### src/rtl/display_pkg.sv
// Shared display types and defaults used by the synchronizer, counter core and serializer.
package display_pkg;

   localparam int unsigned DIGITS_DEF  = 6;
   localparam int unsigned SEG_W_DEF   = 8;
   localparam int unsigned CLK_DIV_DEF = 2;

   typedef enum logic [1:0] {
      IDLE     = 2'd0,
      SHIFT_LO = 2'd1,
      SHIFT_HI = 2'd2,
      LATCH    = 2'd3
   } ser_state_e;

   // Counter width able to index n distinct values, never below one bit.
   function automatic int unsigned cnt_width(input int unsigned n);
      return (n > 1) ? $clog2(n) : 1;
   endfunction

endpackage

### src/rtl/phase_timer.sv
// Restartable CLK_DIV-cycle down-counter; expire_c_o pulses in the last cycle of each timed phase.
module phase_timer #(
   parameter int unsigned CLK_DIV = 2
) (
   input  logic clk_i,
   input  logic rst_n_i,
   input  logic restart_i,
   output logic expire_c_o
);

   localparam int unsigned CNT_W = $clog2(CLK_DIV + 1);

   logic [CNT_W-1:0] cnt_q, cnt_d;
   logic             armed_q, armed_d;

   always_ff @(posedge clk_i) begin
      if (!rst_n_i) begin
         cnt_q   <= '0;
         armed_q <= 1'b0;
      end else begin
         cnt_q   <= cnt_d;
         armed_q <= armed_d;
      end
   end

   // Armed flag keeps expire to a single cycle once a phase has run out.
   always_comb begin
      cnt_d   = cnt_q;
      armed_d = armed_q;
      if (restart_i) begin
         cnt_d   = CNT_W'(CLK_DIV - 1);
         armed_d = 1'b1;
      end else if (armed_q) begin
         if (cnt_q == '0) begin
            armed_d = 1'b0;
         end else begin
            cnt_d = cnt_q - 1'b1;
         end
      end
   end

   assign expire_c_o = armed_q && (cnt_q == '0);

endmodule

### src/rtl/display_serializer.sv
// Shifts a parallel segment word MSB-first into a 74HC595-style chain, then strobes its latch.
module display_serializer
   import display_pkg::*;
#(
   parameter int unsigned DIGITS  = DIGITS_DEF,
   parameter int unsigned SEG_W   = SEG_W_DEF,
   parameter int unsigned CLK_DIV = CLK_DIV_DEF
) (
   input  logic                    clk,
   input  logic                    reset,
   input  logic [DIGITS*SEG_W-1:0] data_in,
   input  logic                    load_in,
   output logic                    ready_out,
   output logic                    ser_data_out,
   output logic                    ser_clk_out,
   output logic                    ser_latch_out,
   output logic                    done_out
);

   localparam int unsigned WIDTH  = DIGITS * SEG_W;
   localparam int unsigned BCNT_W = cnt_width(WIDTH);

   ser_state_e        state_q, state_d;
   logic [WIDTH-1:0]  sreg_q, sreg_d;
   logic [BCNT_W-1:0] bcnt_q, bcnt_d;
   logic              ready_q, ready_d;
   logic              sdata_q, sdata_d;
   logic              sclk_q, sclk_d;
   logic              latch_q, latch_d;
   logic              done_q, done_d;
   logic              restart_c;
   logic              expire_c;

   phase_timer #(
      .CLK_DIV (CLK_DIV)
   ) u_phase_timer (
      .clk_i      (clk),
      .rst_n_i    (reset),
      .restart_i  (restart_c),
      .expire_c_o (expire_c)
   );

   always_ff @(posedge clk) begin
      if (!reset) begin
         state_q <= IDLE;
         sreg_q  <= '0;
         bcnt_q  <= '0;
         ready_q <= 1'b1;
         sdata_q <= 1'b0;
         sclk_q  <= 1'b0;
         latch_q <= 1'b0;
         done_q  <= 1'b0;
      end else begin
         state_q <= state_d;
         sreg_q  <= sreg_d;
         bcnt_q  <= bcnt_d;
         ready_q <= ready_d;
         sdata_q <= sdata_d;
         sclk_q  <= sclk_d;
         latch_q <= latch_d;
         done_q  <= done_d;
      end
   end

   // Next state plus output pre-decode, so every pin comes straight off a flop.
   always_comb begin
      state_d   = state_q;
      sreg_d    = sreg_q;
      bcnt_d    = bcnt_q;
      restart_c = 1'b0;
      done_d    = 1'b0;

      unique case (state_q)
         IDLE: begin
            if (load_in) begin
               sreg_d    = data_in;
               bcnt_d    = '0;
               restart_c = 1'b1;
               state_d   = SHIFT_LO;
            end
         end
         SHIFT_LO: begin
            if (expire_c) begin
               restart_c = 1'b1;
               state_d   = SHIFT_HI;
            end
         end
         SHIFT_HI: begin
            if (expire_c) begin
               restart_c = 1'b1;
               if (bcnt_q == BCNT_W'(WIDTH - 1)) begin
                  state_d = LATCH;
               end else begin
                  sreg_d  = sreg_q << 1;
                  bcnt_d  = bcnt_q + 1'b1;
                  state_d = SHIFT_LO;
               end
            end
         end
         LATCH: begin
            if (expire_c) begin
               done_d  = 1'b1;
               state_d = IDLE;
            end
         end
         default: begin
            state_d = IDLE;
         end
      endcase

      ready_d = (state_d == IDLE);
      sclk_d  = (state_d == SHIFT_HI);
      latch_d = (state_d == LATCH);
      sdata_d = ((state_d == SHIFT_LO) || (state_d == SHIFT_HI)) ? sreg_d[WIDTH-1] : 1'b0;
   end

   assign ready_out     = ready_q;
   assign ser_data_out  = sdata_q;
   assign ser_clk_out   = sclk_q;
   assign ser_latch_out = latch_q;
   assign done_out      = done_q;

endmodule

### config.mk
export PLATFORM = sky130hd
export DESIGN_NAME = display_serializer
export DESIGN_NICKNAME = d
export VERILOG_FILES = /design/src/rtl/display_pkg.sv /design/src/rtl/phase_timer.sv /design/src/rtl/display_serializer.sv
export SDC_FILE = /design/constraint.sdc
export NUM_CORES = 1
export LEC_CHECK = 0
export ABC_CLOCK_PERIOD_IN_PS = 1700
export BUFFER_PORTS_ARGS = -buffer_cell sky130_fd_sc_hd__clkbuf_2
export CAP_MARGIN = 20
export CORE_MARGIN = 4
export CORE_UTILIZATION = 51
export CTS_BUF_LIST = sky130_fd_sc_hd__clkbuf_8
export CTS_CLUSTER_DIAMETER = 100
export DETAILED_ROUTE_END_ITERATION = 16
export PLACE_DENSITY = 0.76
export SLEW_MARGIN = 20
export SYNTH_ARGS = -nofsm -noshare
export SYNTH_HDL_FRONTEND = slang
export SYNTH_SLANG_ARGS = --single-unit
export TNS_END_PERCENT = 5
### constraint.sdc
create_clock -name clk -period 1.7 [get_ports clk]
set_input_delay 0.34 -clock clk [delete_from_list [all_inputs] [get_ports clk]]
set_output_delay 0.34 -clock clk [all_outputs]
set_load 0.01 [all_outputs]
==> flow_summary.toml, run 1 <==
[cells_and_area]
final_cell_mix = "dfxtp_1, clkbuf_2, nor2_1"
multi_input_area_mm2 = 0.00185
diodes = 0
fill_cells = 283
final_common_cell = "dfxtp_1"
fin_area_mm2 = 0.00432
register_area_mm2 = 0.00129
drive_gt1_share_pct = 49.4
instances_no_fill = 477
nNetsFinal = 463
fin_util_pct = 82.5
area_delta_synth_final_pct = 52.2

[timing]
rsz0062_at_grt = "true"
fin_crit_sh_pct = 105
setup-violations-final = 30
hold_slack_ns = 0.230
hold_viol = 0
finalCriticalPeriod_ns = 1.79
tightest_slew_ns = 0.725
fin_setup_tns_ns = -0.503
drv_slew = 0
fin_skew_ns = 0.00838
final.setup.worst_slack_ns = -0.0872
slew_headroom_pct = 51.2
fmax_ghz = 0.560

[drt]
ant_nets = 0
wl_met2_um = 4450
vias_per_cell = 5.95
wl_per_cell_um = 18.3
drt-total-wl_um = 8720
wl_met1_um = 3630
wl_met3_um = 419
drt_iter0_drc = 186
drc = 0
num_vias = 2839
first_pass_iters = 4
highest_layer = "met4"

[yosys]
synth_top_area_share_pct = 45.1
ys_types = 41
synthFlopType = "dfxtp_1"
ys_ff_latch = 64
syn_area_per_cell_um2 = 9.07
postSynthCellCount = 313
ys_warn_count = 0
async_flop_share_pct = 0
yosys.area.top_type = "dfxtp_1"
synth_area_mm2 = 0.00284
synth_edf_count = 0
seq_area_frac_synth_pct = 45.1
synth.area.top_cells = "dfxtp_1, a221oi_1, o21ai_0"
synthesis.nets = 374

[critical_path]
cp-end-kind = "register"
crit_required_ns = 1.92
critPathMaxFanout = 49
worst_ep_arrival_time_ns = 2.01
start_kind = "register"
criticalPathCategory = "reg -> reg"

[grt]
grt_start_max_net_pins = 50
grt_use_total_pct = 22.3
overflow = 0
antenna_found_initial = 0
grt_pass1_vias = 2504
grt_pass1_wl_um = 11600

[placed_design]
preCtsSetupSlack_ns = -0.124
gp_congestion = 0.823
placed_cell_area_mm2 = 0.00342
dp_hpwl_um = 4660
io_buffers = 55
dp.cells = 445

[floorplan]
fp.dieH_um = 82.6
ios = 56
die_w_um = 82.6
initial_core_util_pct = 54.2
dieArea_mm2 = 0.00682
rows = 26
core_mm2 = 0.00524

[status]
status = "finished with violations"
violations = "setup timing"

[pwr]
power_density_mw_per_mm2 = 905
peakVddDrop_mv = 0.765
leakagePower_nw = 1.78
fin_total_pwr_mw = 3.91

[clock_tree]
root_buffer = "clkbuf_8"
postCtsHoldBufs = 0
cts_inserted_buffers = 9
clk_latency_ns = 0.35
cts_tree = "yes"
clk_path_buf_depth = 2
cts.sinks = 64
cts.reportedPaths.clkPinSlew_ns = 0.07
cts_max_level = 3

[worst_hold_path]
hp-class = "in -> reg"

[run]
cap_violations = 0
## sequential cells by signal, summed over array words and instances, names as in the netlist, 2 cells and up
name                 flops
state_q                  2
u_phase_timer.cnt_q      2
bcnt_q                   6
sreg_q                  48
## worst max-delay path: stages, from the launching register on
cell and delay [ns]:
dfxtp_1 0.34, ha_1 0.20, buf_4 0.13, nand3_2 0.10, buf_4 0.17, o211a_1 0.23, buf_12 0.19, o21ai_1 0.19
nor2_1 0.09
## report_power, final
part           internal [mW]  switching, mW
registers               1.64          0.112
logic                  0.490          0.490
clock network          0.557          0.616
## area by class of cell
cell class	count	area share (%)
multi-input combinational	214	42.8
tap	70	2.03
sequential	64	29.9
inverter	7	0.724
clock inverter	6	0.840
clock buffer	10	3.19
timing repair buffer	106	20.5
## synth_stat cells, types with 4 or more instances
master     n
a21oi_1    7
a221oi_1  46
and2_1     6
buf_2      4
buf_4      5
buf_6      4
clkbuf_1  12
dfxtp_1   64
ha_1      10
inv_1      7
nand2_1    8
nand3_1    5
nor2_1    47
o21ai_0   49
## timing repair
item                       CTS  global route
resized for setup           28           101
gates cloned                 0             5
buffers inserted             1            11
pin swaps                    6            33
setup endpoints to repair   58            56
## cells by family (layout without fill, tap and decap cells)
| logic type | Yosys count | after routing | synth area share (%) |
|---|---|---|---|
| AND/OR/NAND/NOR | 81 | 81 | 13.1 |
| adder cells (fa/ha/maj) | 10 | 10 | 4.41 |
| AO/OA/AOI/OAI | 121 | 121 | 29.9 |
| flip-flops | 64 | 64 | 45.1 |
| buffers and inverters | 35 | 129 | 6.57 |
| multiplexers | 1 | 1 | 0.529 |
| XOR/XNOR | 1 | 1 | 0.309 |
## worst paths after layout
| path | slack [ns] | start | depth (start not counted) | end |
|---|---|---|---|---|
| setup / recovery | -0.09 | bcnt_q[1] | 8 | sreg_q[45] |
| setup reg to reg | -0.09 | bcnt_q[1] | 8 | sreg_q[45] |
| hold reg to reg | 0.51 | sreg_q[0] | 2 | sreg_q[0] |
| hold / removal | 0.23 | data_in[34] | 3 | sreg_q[34] |
## layer usage
metal	track usage [%]	vias to the layer above
li1	-	1361
met1	28.2	1375
met2	36.3	82
met3	5.97	21
met4	8.17	0
met5	0	-
Note: power is estimated with default switching activity, not from simulation.
==> run 2, diff against run 1 <==
--- a/config.mk
+++ b/config.mk
@@ -13,8 +13,9 @@
 export CTS_BUF_LIST = sky130_fd_sc_hd__clkbuf_8
 export CTS_CLUSTER_DIAMETER = 100
 export DETAILED_ROUTE_END_ITERATION = 16
+export MAX_ROUTING_LAYER = met4
 export PLACE_DENSITY = 0.76
-export SLEW_MARGIN = 20
+export RECOVER_POWER = 25
 export SYNTH_ARGS = -nofsm -noshare
 export SYNTH_HDL_FRONTEND = slang
 export SYNTH_SLANG_ARGS = --single-unit
==> flow_summary.toml, run 2 (synthesized netlist as in run 1, its figures left out) <==
[critical_path]
cp-end-kind = "register"
timing.rr.start = "u_phase_timer.cnt_q[1]"
crit_path_max_incr_delay_ns = 0.37
crit_required_ns = 1.98
path_buf_inv = 2
cpMaxStageDelayCell = "a2111oi_4"
worst_ep_arrival_time_ns = 2.04
crit_top_cell = "ha_4"
timing.rr.end = "ser_data_out"
critPathMaxFanout = 5
r2r_slack_ns = -0.06
crit_family = "adder cells"
start_kind = "register"
criticalPathCategory = "reg -> reg"
reg2reg_depth = 8
crit_chain = "inv_2 -> ha_4 -> nand2_1 -> buf_4 -> a2111oi_4 -> nor3_4 -> ha_4 -> nor3b_2"
crit_path_start = "u_phase_timer.cnt_q[1]"

[timing]
final.setup.worst_slack_ns = -0.0608
slew_headroom_pct = 56.6
fin_crit_sh_pct = 104
finalCriticalPeriod_ns = 1.76
rsz0062_at_grt = "true"
fin_setup_tns_ns = -0.270
tightest_slew_ns = 0.644
drv_slew = 0
fin_skew_ns = 0.00725
setup-violations-final = 13
hold_viol = 0
fmax_ghz = 0.568

[grt]
antenna_found_initial = 0
grt_use_total_pct = 22.9
grt_pass1_wl_um = 11600
grt_start_max_net_pins = 50
overflow = 0
grt_pass1_vias = 2506

[worst_hold_path]
hold_end = "sreg_q[34]"
hp-class = "in -> reg"
min_from = "data_in[34]"
hold_depth = 3

[floorplan]
rows = 26
fp.dieH_um = 82.6
ios = 56
die_w_um = 82.6
initial_core_util_pct = 54.2
core_mm2 = 0.00524
dieArea_mm2 = 0.00682

[cells_and_area]
nNetsFinal = 454
multi_input_area_mm2 = 0.00159
final_cell_mix = "dfxtp_1, clkbuf_2, nor2_1"
area_delta_synth_final_pct = 36.8
final_common_cell = "dfxtp_1"
largest_register_ffs = 48
reg_top3 = "sreg_q (48), bcnt_q (6)"
fill_cells = 384
drive_gt1_share_pct = 37.7
fin_util_pct = 74.1
diodes = 0
register_area_mm2 = 0.00129
top_register = "sreg_q"

[drt]
num_vias = 2743
drt-total-wl_um = 7510
wl_per_cell_um = 16.0
first_pass_iters = 4
vias_per_cell = 5.86
ant_nets = 0
drt_iter0_drc = 110
drc = 0

[clock_tree]
cts_inserted_buffers = 9
root_buffer = "clkbuf_8"
cts_tree = "yes"
cts.reportedPaths.clkPinSlew_ns = 0.07
clk_path_buf_depth = 2
cts_max_level = 3
clk_latency_ns = 0.34
cts.sinks = 64

[placed_design]
dp_hpwl_um = 4660
gp_congestion = 0.836
io_buffers = 55

[pwr]
fin_total_pwr_mw = 3.70
peakVddDrop_mv = 0.750
power_density_mw_per_mm2 = 954
leakagePower_nw = 1.59

[status]
status = "finished with violations"
violations = "setup timing"

[run]
cap_violations = 0
## run 2: cell count changes in the layout (fill, tap and decap cells not counted), moves of 3 or more
| cell | change |
|---|---|
| a221oi_1 | +26 |
| a221oi_2 | -23 |
| a221oi_4 | -3 |
| buf_6 | -6 |
| clkbuf_1 | +3 |
| clkbuf_16 | -4 |
| clkbuf_2 | -3 |
| o21ai_0 | +18 |
| o21ai_1 | -14 |
| o21ai_2 | -4 |
## run 2: worst max path at each step
stage,depth (start not counted),endpoint
6_report,8,ser_data_out
5_1_grt,8,sreg_q[5]
4_1_cts,6,ser_data_out
3_5_place_dp,6,ser_data_out
3_3_place_gp,8,ser_data_out
2_1_floorplan,6,ser_data_out
## run 2: worst reg2reg max path: stages (launching register included)
cell and delay, ns:
dfxtp_2 0.33, inv_2 0.07, ha_4 0.16, nand2_1 0.11, buf_4 0.18, a2111oi_4 0.38
nor3_4 0.10, ha_4 0.23, nor3b_2 0.15
## run 2: area by class of cell
type | count | area share, %
Clock buffer | 10 | 3.54
Clock inverter | 6 | 0.935
Inverter | 7 | 0.741
Multi-Input combinational cell | 214 | 41.1
Sequential cell | 64 | 33.2
Tap cell | 70 | 2.26
Timing Repair Buffer | 97 | 18.3
## run 2: what timing repair did
action                                  in CTS  in global routing
buffers inserted                             1                  6
endpoints found under the setup margin      58                 56
hold buffers                                 0                  0
gates resized for setup                     28                 33
pin swaps                                    6                 11
## run 2: layer usage
metal | global-route usage, % | vias up | part of all wire (%)
met4 | 8.17 | 0 | 2.1
met2 | 36.2 | 72 | 50
met5 | - | - | 0
met1 | 28.5 | 1319 | 43
li1 | - | 1335 | -
met3 | 5.64 | 17 | 4.9
## run 2: through the flow
| stage | cells | setup WS [ns] | cell area, um^2 | hold WS (ns) |
|---|---|---|---|---|
| after floorplan | 313 | 0.000991 | 2850 | 0.431 |
| after global placement | 445 | -0.107 | 3420 | 0.443 |
| after detailed placement | 445 | -0.124 | 3420 | 0.449 |
| after CTS | 462 | -0.0302 | 3720 | 0.240 |
| after global routing | 468 | -0.125 | 3880 | 0.255 |
| final | 468 | -0.0608 | 3880 | 0.251 |
## run 2: power breakdown
group          total (mW)  switching [mW]  internal (mW)
Combinational       0.818           0.410          0.408
Sequential           1.73          0.0862           1.64
Clock                1.16           0.599          0.557
Total                3.70            1.10           2.61
